**src/rtl/spi_reg_ctrl.sv**
```systemverilog
// SPI frame controller: decodes command+data byte frames into single register
// accesses, shares the register port with a local requester (SPI first), and
// preloads the shifter's transmit byte with read data.
//
// state     | meaning
// ----------+-------------------------------------------------------------
// S_IDLE    | waiting for the command byte of a frame
// S_RD_ACC  | read access on the register port this cycle
// S_RD_WAIT | read data returning; loaded into tx byte at end of cycle
// S_WR_DATA | write command latched, waiting for the data byte
// S_WR_ACC  | write access on the register port this cycle
// S_DONE    | frame served; extra bytes ignored until frame end
module spi_reg_ctrl #(
  parameter int unsigned ADDR_W    = 4,
  parameter logic [7:0]  SYNC_BYTE = 8'hA5
) (
  input  logic              clk_i,
  input  logic              rst_n_i,
  input  logic [7:0]        rx_byte_i,
  input  logic              rx_valid_i,
  input  logic              frame_end_i,
  output logic [7:0]        tx_byte_o,
  input  logic              loc_req_i,
  input  logic              loc_we_i,
  input  logic [ADDR_W-1:0] loc_addr_i,
  input  logic [7:0]        loc_wdata_i,
  output logic              loc_gnt_o,
  output logic [7:0]        loc_rdata_o,
  output logic              reg_en_o,
  output logic              reg_we_o,
  output logic [ADDR_W-1:0] reg_addr_o,
  output logic [7:0]        reg_wdata_o,
  input  logic [7:0]        reg_rdata_i,
  output logic [7:0]        abort_cnt_o
);

  typedef enum logic [2:0] {
    S_IDLE,
    S_RD_ACC,
    S_RD_WAIT,
    S_WR_DATA,
    S_WR_ACC,
    S_DONE
  } state_e;

  state_e            state_q, state_d;
  logic [ADDR_W-1:0] addr_q, addr_d;
  logic [7:0]        wdata_q, wdata_d;
  logic [7:0]        tx_q, tx_d;
  logic [7:0]        abort_q, abort_d;
  logic              loc_rd_pend_q, loc_rd_pend_d;
  logic [7:0]        loc_rdata_q, loc_rdata_d;

  logic spi_rd;
  logic spi_wr;
  logic loc_gnt;

  // State and frame-field registers.
  always_ff @(posedge clk_i or negedge rst_n_i) begin
    if (!rst_n_i) begin
      state_q       <= S_IDLE;
      addr_q        <= '0;
      wdata_q       <= '0;
      tx_q          <= SYNC_BYTE;
      abort_q       <= '0;
      loc_rd_pend_q <= 1'b0;
      loc_rdata_q   <= '0;
    end else begin
      state_q       <= state_d;
      addr_q        <= addr_d;
      wdata_q       <= wdata_d;
      tx_q          <= tx_d;
      abort_q       <= abort_d;
      loc_rd_pend_q <= loc_rd_pend_d;
      loc_rdata_q   <= loc_rdata_d;
    end
  end

  // Frame sequencing; frame end overrides everything, including a same-cycle byte.
  always_comb begin
    state_d = state_q;
    addr_d  = addr_q;
    wdata_d = wdata_q;
    tx_d    = tx_q;
    abort_d = abort_q;
    if (frame_end_i) begin
      state_d = S_IDLE;
      tx_d    = SYNC_BYTE;
      // A frame counts as aborted only if it was cut before its access took effect.
      if ((state_q == S_WR_DATA || state_q == S_RD_ACC || state_q == S_RD_WAIT) &&
          abort_q != 8'hFF) begin
        abort_d = abort_q + 8'd1;
      end
    end else begin
      case (state_q)
        S_IDLE: begin
          if (rx_valid_i) begin
            addr_d  = rx_byte_i[ADDR_W-1:0];
            state_d = rx_byte_i[7] ? S_RD_ACC : S_WR_DATA;
          end
        end
        S_RD_ACC:  state_d = S_RD_WAIT;
        S_RD_WAIT: begin
          tx_d    = reg_rdata_i;
          state_d = S_DONE;
        end
        S_WR_DATA: begin
          if (rx_valid_i) begin
            wdata_d = rx_byte_i;
            state_d = S_WR_ACC;
          end
        end
        S_WR_ACC:  state_d = S_DONE;
        S_DONE:    state_d = S_DONE;
        default:   state_d = S_IDLE;
      endcase
    end
  end

  // Register port arbitration: SPI accesses never wait, local takes any other cycle.
  always_comb begin
    spi_rd      = (state_q == S_RD_ACC);
    spi_wr      = (state_q == S_WR_ACC);
    loc_gnt     = loc_req_i && !(spi_rd || spi_wr);
    reg_en_o    = spi_rd || spi_wr || loc_gnt;
    reg_we_o    = spi_wr || (loc_gnt && loc_we_i);
    reg_addr_o  = '0;
    reg_wdata_o = '0;
    if (spi_rd || spi_wr) begin
      reg_addr_o = addr_q;
    end else if (loc_gnt) begin
      reg_addr_o = loc_addr_i;
    end
    if (spi_wr) begin
      reg_wdata_o = wdata_q;
    end else if (loc_gnt && loc_we_i) begin
      reg_wdata_o = loc_wdata_i;
    end
  end

  // Local read return: pass data through on its valid cycle, then hold it.
  always_comb begin
    loc_rd_pend_d = loc_gnt && !loc_we_i;
    loc_rdata_d   = loc_rd_pend_q ? reg_rdata_i : loc_rdata_q;
  end

  assign loc_gnt_o   = loc_gnt;
  assign loc_rdata_o = loc_rd_pend_q ? reg_rdata_i : loc_rdata_q;
  assign tx_byte_o   = tx_q;
  assign abort_cnt_o = abort_q;

endmodule

```
**config.mk**
```make
export PLATFORM = sky130hd
export DESIGN_NAME = spi_reg_ctrl
export DESIGN_NICKNAME = d
export VERILOG_FILES = /design/src/rtl/spi_reg_ctrl.sv
export SDC_FILE = /design/constraint.sdc
export NUM_CORES = 1
export LEC_CHECK = 0
export BUFFER_PORTS_ARGS = -buffer_cell sky130_fd_sc_hd__buf_2
export CAP_MARGIN = 20
export CELL_PAD_IN_SITES_DETAIL_PLACEMENT = 0
export CELL_PAD_IN_SITES_GLOBAL_PLACEMENT = 1
export CORE_UTILIZATION = 33
export CTS_BUF_LIST = sky130_fd_sc_hd__clkbuf_16
export DETAILED_ROUTE_END_ITERATION = 12
export MAX_ROUTING_LAYER = met4
export PLACE_DENSITY = 0.76
export REMOVE_ABC_BUFFERS = 1
export SETUP_SLACK_MARGIN = 0.05
export SLEW_MARGIN = 20
export SYNTH_ARGS = -nofsm -noshare
export SYNTH_HDL_FRONTEND = slang
export SYNTH_SLANG_ARGS = --single-unit
```
**constraint.sdc**
```tcl
create_clock -name clk_i -period 1.75 [get_ports clk_i]
set_input_delay 0.2625 -clock clk_i [delete_from_list [all_inputs] [get_ports clk_i]]
set_output_delay 0.2625 -clock clk_i [all_outputs]
set_load 0.02 [all_outputs]
```
==> out/qor.json <==
{
  "fillers": 509,
  "cp_top_family": "simple AND/OR/NAND/NOR gates",
  "max_slew.worst_pin.slew_ps": 440,
  "layout-drive-gt1-share": 0.532,
  "crit_path_cell_trace": "xnor2_1, nor2_2, and3b_2, or2_4, buf_6",
  "synth_edf_count": 0,
  "irDropWorstVdd_v": 0.000478,
  "tritoncts": "done",
  "power.total_mw": 3.22,
  "synthesis.area_um2": 1880,
  "fp.coreArea_um2": 5510,
  "setup_ws_ps": -102,
  "finalWeightedCongestion": 0.733,
  "synth-seq-cells": 40,
  "vias_per_cell": 4.81,
  "syn2layout_area_growth_pct": 41.9,
  "final_max_slew_viol_count": 0,
  "share_seq_of_total_power": 0.399,
  "drtIter0Drc": 34,
  "layout_commonest_cell": "sky130_fd_sc_hd__buf_2",
  "num-nets-final": 283,
  "post_synth_top_flop": "sky130_fd_sc_hd__dfrtp_1",
  "initial_utilization": 0.341,
  "clock_tree_root": "sky130_fd_sc_hd__clkbuf_16",
  "drt-wirelength-per-cell_um": 13.4,
  "placed_cells": 306,
  "globalRouteOverflowTotal": 0,
  "violations": "negative setup slack",
  "timing.critical_path.buf_inv": 1,
  "setup_viol": 16,
  "synth_cell_type_count": 34,
  "power.share.switching": 0.320,
  "drc_violation_count_after_routing": 0,
  "max_freq_mhz": 540,
  "clock-sinks": 40,
  "dp_hpwl_um": 3080,
  "comb_power_share": 0.341,
  "fin_cells": 320,
  "number_of_buffers_added_by_the_clock_tree_synthesis_step": 5,
  "yosysWarningCount": 0,
  "port_buffers": 72,
  "synth.yosys.seq_area_share": 0.536,
  "cts_buffer_depth": 2,
  "worstSetupPathType": "register to primary output",
  "power_report.internal_total_mw": 2.19,
  "cts-htree-levels": 2,
  "fin_crit_sh": 1.06,
  "power.share.clock": 0.260,
  "globalRouteTotalUtil": 0.162,
  "die_w_um": 77.4,
  "cp_slowest_stage_delay_ps": 400,
  "status": "complete, but fails checks",
  "clk_latency_ps": 280,
  "die_area_um2": 5990,
  "grt_start_max_net_pins": 35,
  "relSlewSlack": 0.707,
  "num_io_pins": 73,
  "endpoint_kind": "primary output",
  "asyncSetResetFlopFracSynth": 1.00,
  "switching_power_mw": 1.03,
  "rsz0062_at_grt": "true",
  "postSynthAreaPerCell_um2": 11.7,
  "detail_route.first_pass.iterations": 4,
  "hold_viol_final": 0,
  "clkSlewWorstSetupHoldPaths_ps": 60,
  "routed_wl_um": 4290,
  "worst_path_max_delay_cell": "sky130_fd_sc_hd__dfrtp_1",
  "maxCapViolations": 0,
  "first_global_vias": 1491,
  "power_density_nw_per_um2": 1210,
  "min_period_ps": 1850,
  "power.static_leakage_nw": 1.33,
  "core_util_final": 0.484,
  "grt_antenna_before_repair": 0,
  "critPathLaunchType": "register",
  "route.antenna.remaining_nets": 0,
  "data_required_time_at_the_worst_endpoint_ps": 1490,
  "post_synth_inst_count": 160,
  "diodes": 0,
  "worstPathArrival_ps": 1590,
  "worst_clock_skew_ps": 4.07,
  "vias": 1539,
  "critical_path_peak_fanout": 5,
  "placementRows": 27,
  "grt_pass1_wl_um": 7170,
  "final_cell_mix": "58 x sky130_fd_sc_hd__buf_2, 36 x sky130_fd_sc_hd__dfrtp_1, 18 x sky130_fd_sc_hd__mux2_2, 16 x sky130_fd_sc_hd__buf_4, 14 x sky130_fd_sc_hd__buf_6",
  "hold_path.class": "input pin to register",
  "die_y_um": 77.4,
  "regToRegSetupSlack_ps": -60
}
## final timing paths
check,startpoint,endpoint,cells after the start
worst min-delay path,loc_we_i,loc_rd_pend_q,2
worst max register to register,state_q[0],addr_q[1],5
min in group asynchronous,rst_n_i,abort_cnt_o[7],2
max in group asynchronous,rst_n_i,tx_byte_o[2],3
worst max-delay path,state_q[0],reg_we_o,5
worst min register to register,loc_rdata_q[1],loc_rdata_q[1],1
## synth_stat cells, types with 2 or more instances
library cell	number	area [um2]
sky130_fd_sc_hd__buf_6	2	22.5
sky130_fd_sc_hd__mux2_2	18	203
sky130_fd_sc_hd__inv_1	5	18.8
sky130_fd_sc_hd__nand3_1	3	15.0
sky130_fd_sc_hd__a21oi_1	2	10.0
sky130_fd_sc_hd__nor3b_1	2	15.0
sky130_fd_sc_hd__a22o_1	8	70.1
sky130_fd_sc_hd__mux2i_1	5	50.1
sky130_fd_sc_hd__xnor2_1	2	17.5
sky130_fd_sc_hd__xor2_1	3	26.3
sky130_fd_sc_hd__mux2_4	4	60.1
sky130_fd_sc_hd__dfrtp_1	36	901
sky130_fd_sc_hd__a211o_1	4	35.0
sky130_fd_sc_hd__or2_2	2	12.5
sky130_fd_sc_hd__dfstp_2	4	105
sky130_fd_sc_hd__clkbuf_1	4	15.0
sky130_fd_sc_hd__nand4_1	3	18.8
sky130_fd_sc_hd__nor2b_1	7	43.8
sky130_fd_sc_hd__nor2_1	12	45.0
sky130_fd_sc_hd__buf_2	3	15.0
sky130_fd_sc_hd__o21ai_0	5	25.0
sky130_fd_sc_hd__nand2_1	14	52.6
## cell type report
class,instances,area (um2),area share
Clock buffer,5,125,0.0470
Clock inverter,2,8.76,0.00329
Inverter,5,18.8,0.00705
Multi-Input combinational cell,107,836,0.314
Sequential cell,40,1010,0.378
Tap cell,72,90.1,0.0338
Timing Repair Buffer,89,578,0.217
## worst register-to-register path, delay by kind of cell (launching register included)
kind	cells	cell delay, ps
simple gates	2	700
flops	1	400
mux	1	320
buf+inv	2	270
## per-stage QoR
step / TNS, ps / setup WS (ps) / instance area (um2) / hold slack [ps]
after floorplan: -833 / -115 / 1820 / -33.1
after global placement: 0 / 112 / 2360 / 102
after detailed placement: 0 / 79.0 / 2360 / 107
after CTS: -960 / -123 / 2640 / 176
after global routing: -1930 / -150 / 2660 / 196
final: -1020 / -102 / 2660 / 190
## power groups by stage
| stage | sequential (mW) | combinational, mW | clock (mW) |
|---|---|---|---|
| after floorplan | 1.37 | 0.537 | 0 |
| after global placement | 1.30 | 0.967 | 0 |
| after detailed placement | 1.31 | 0.983 | 0 |
| after CTS | 1.29 | 1.08 | 0.865 |
| after global routing | 1.32 | 1.19 | 0.908 |
| final | 1.29 | 1.10 | 0.836 |
## cells by family after synthesis
group / synth area share
mux: 0.167
compound gates: 0.0967
simple gates: 0.133
buf+inv: 0.0380
xor+xnor: 0.0233
flops: 0.536
fa+ha+maj: 0.00667
## layer usage
metal,vias up,global-route usage,wire length (um)
met1,746,0.210,2040
met4,0,0.0623,71
met2,49,0.243,1980
li1,737,-,-
met5,-,-,0
met3,7,0.0412,197
## registers in the layout (all words and copies together), names as in the netlist
signal	cells
abort_cnt_o	8
loc_rdata_q	8
tx_byte_o	8
wdata_q	8
addr_q	4
state_q	3
loc_rd_pend_q	1
## timing repair
item	in CTS	in global routing
endpoints found under the setup margin	11	21
gates cloned	2	0
resized for setup	41	3
endpoints found under the hold margin	6	0
hold buffers	1	0
setup buffers	3	2
pin swaps	7	8
No activity file was read; power rests on OpenSTA's default activity.
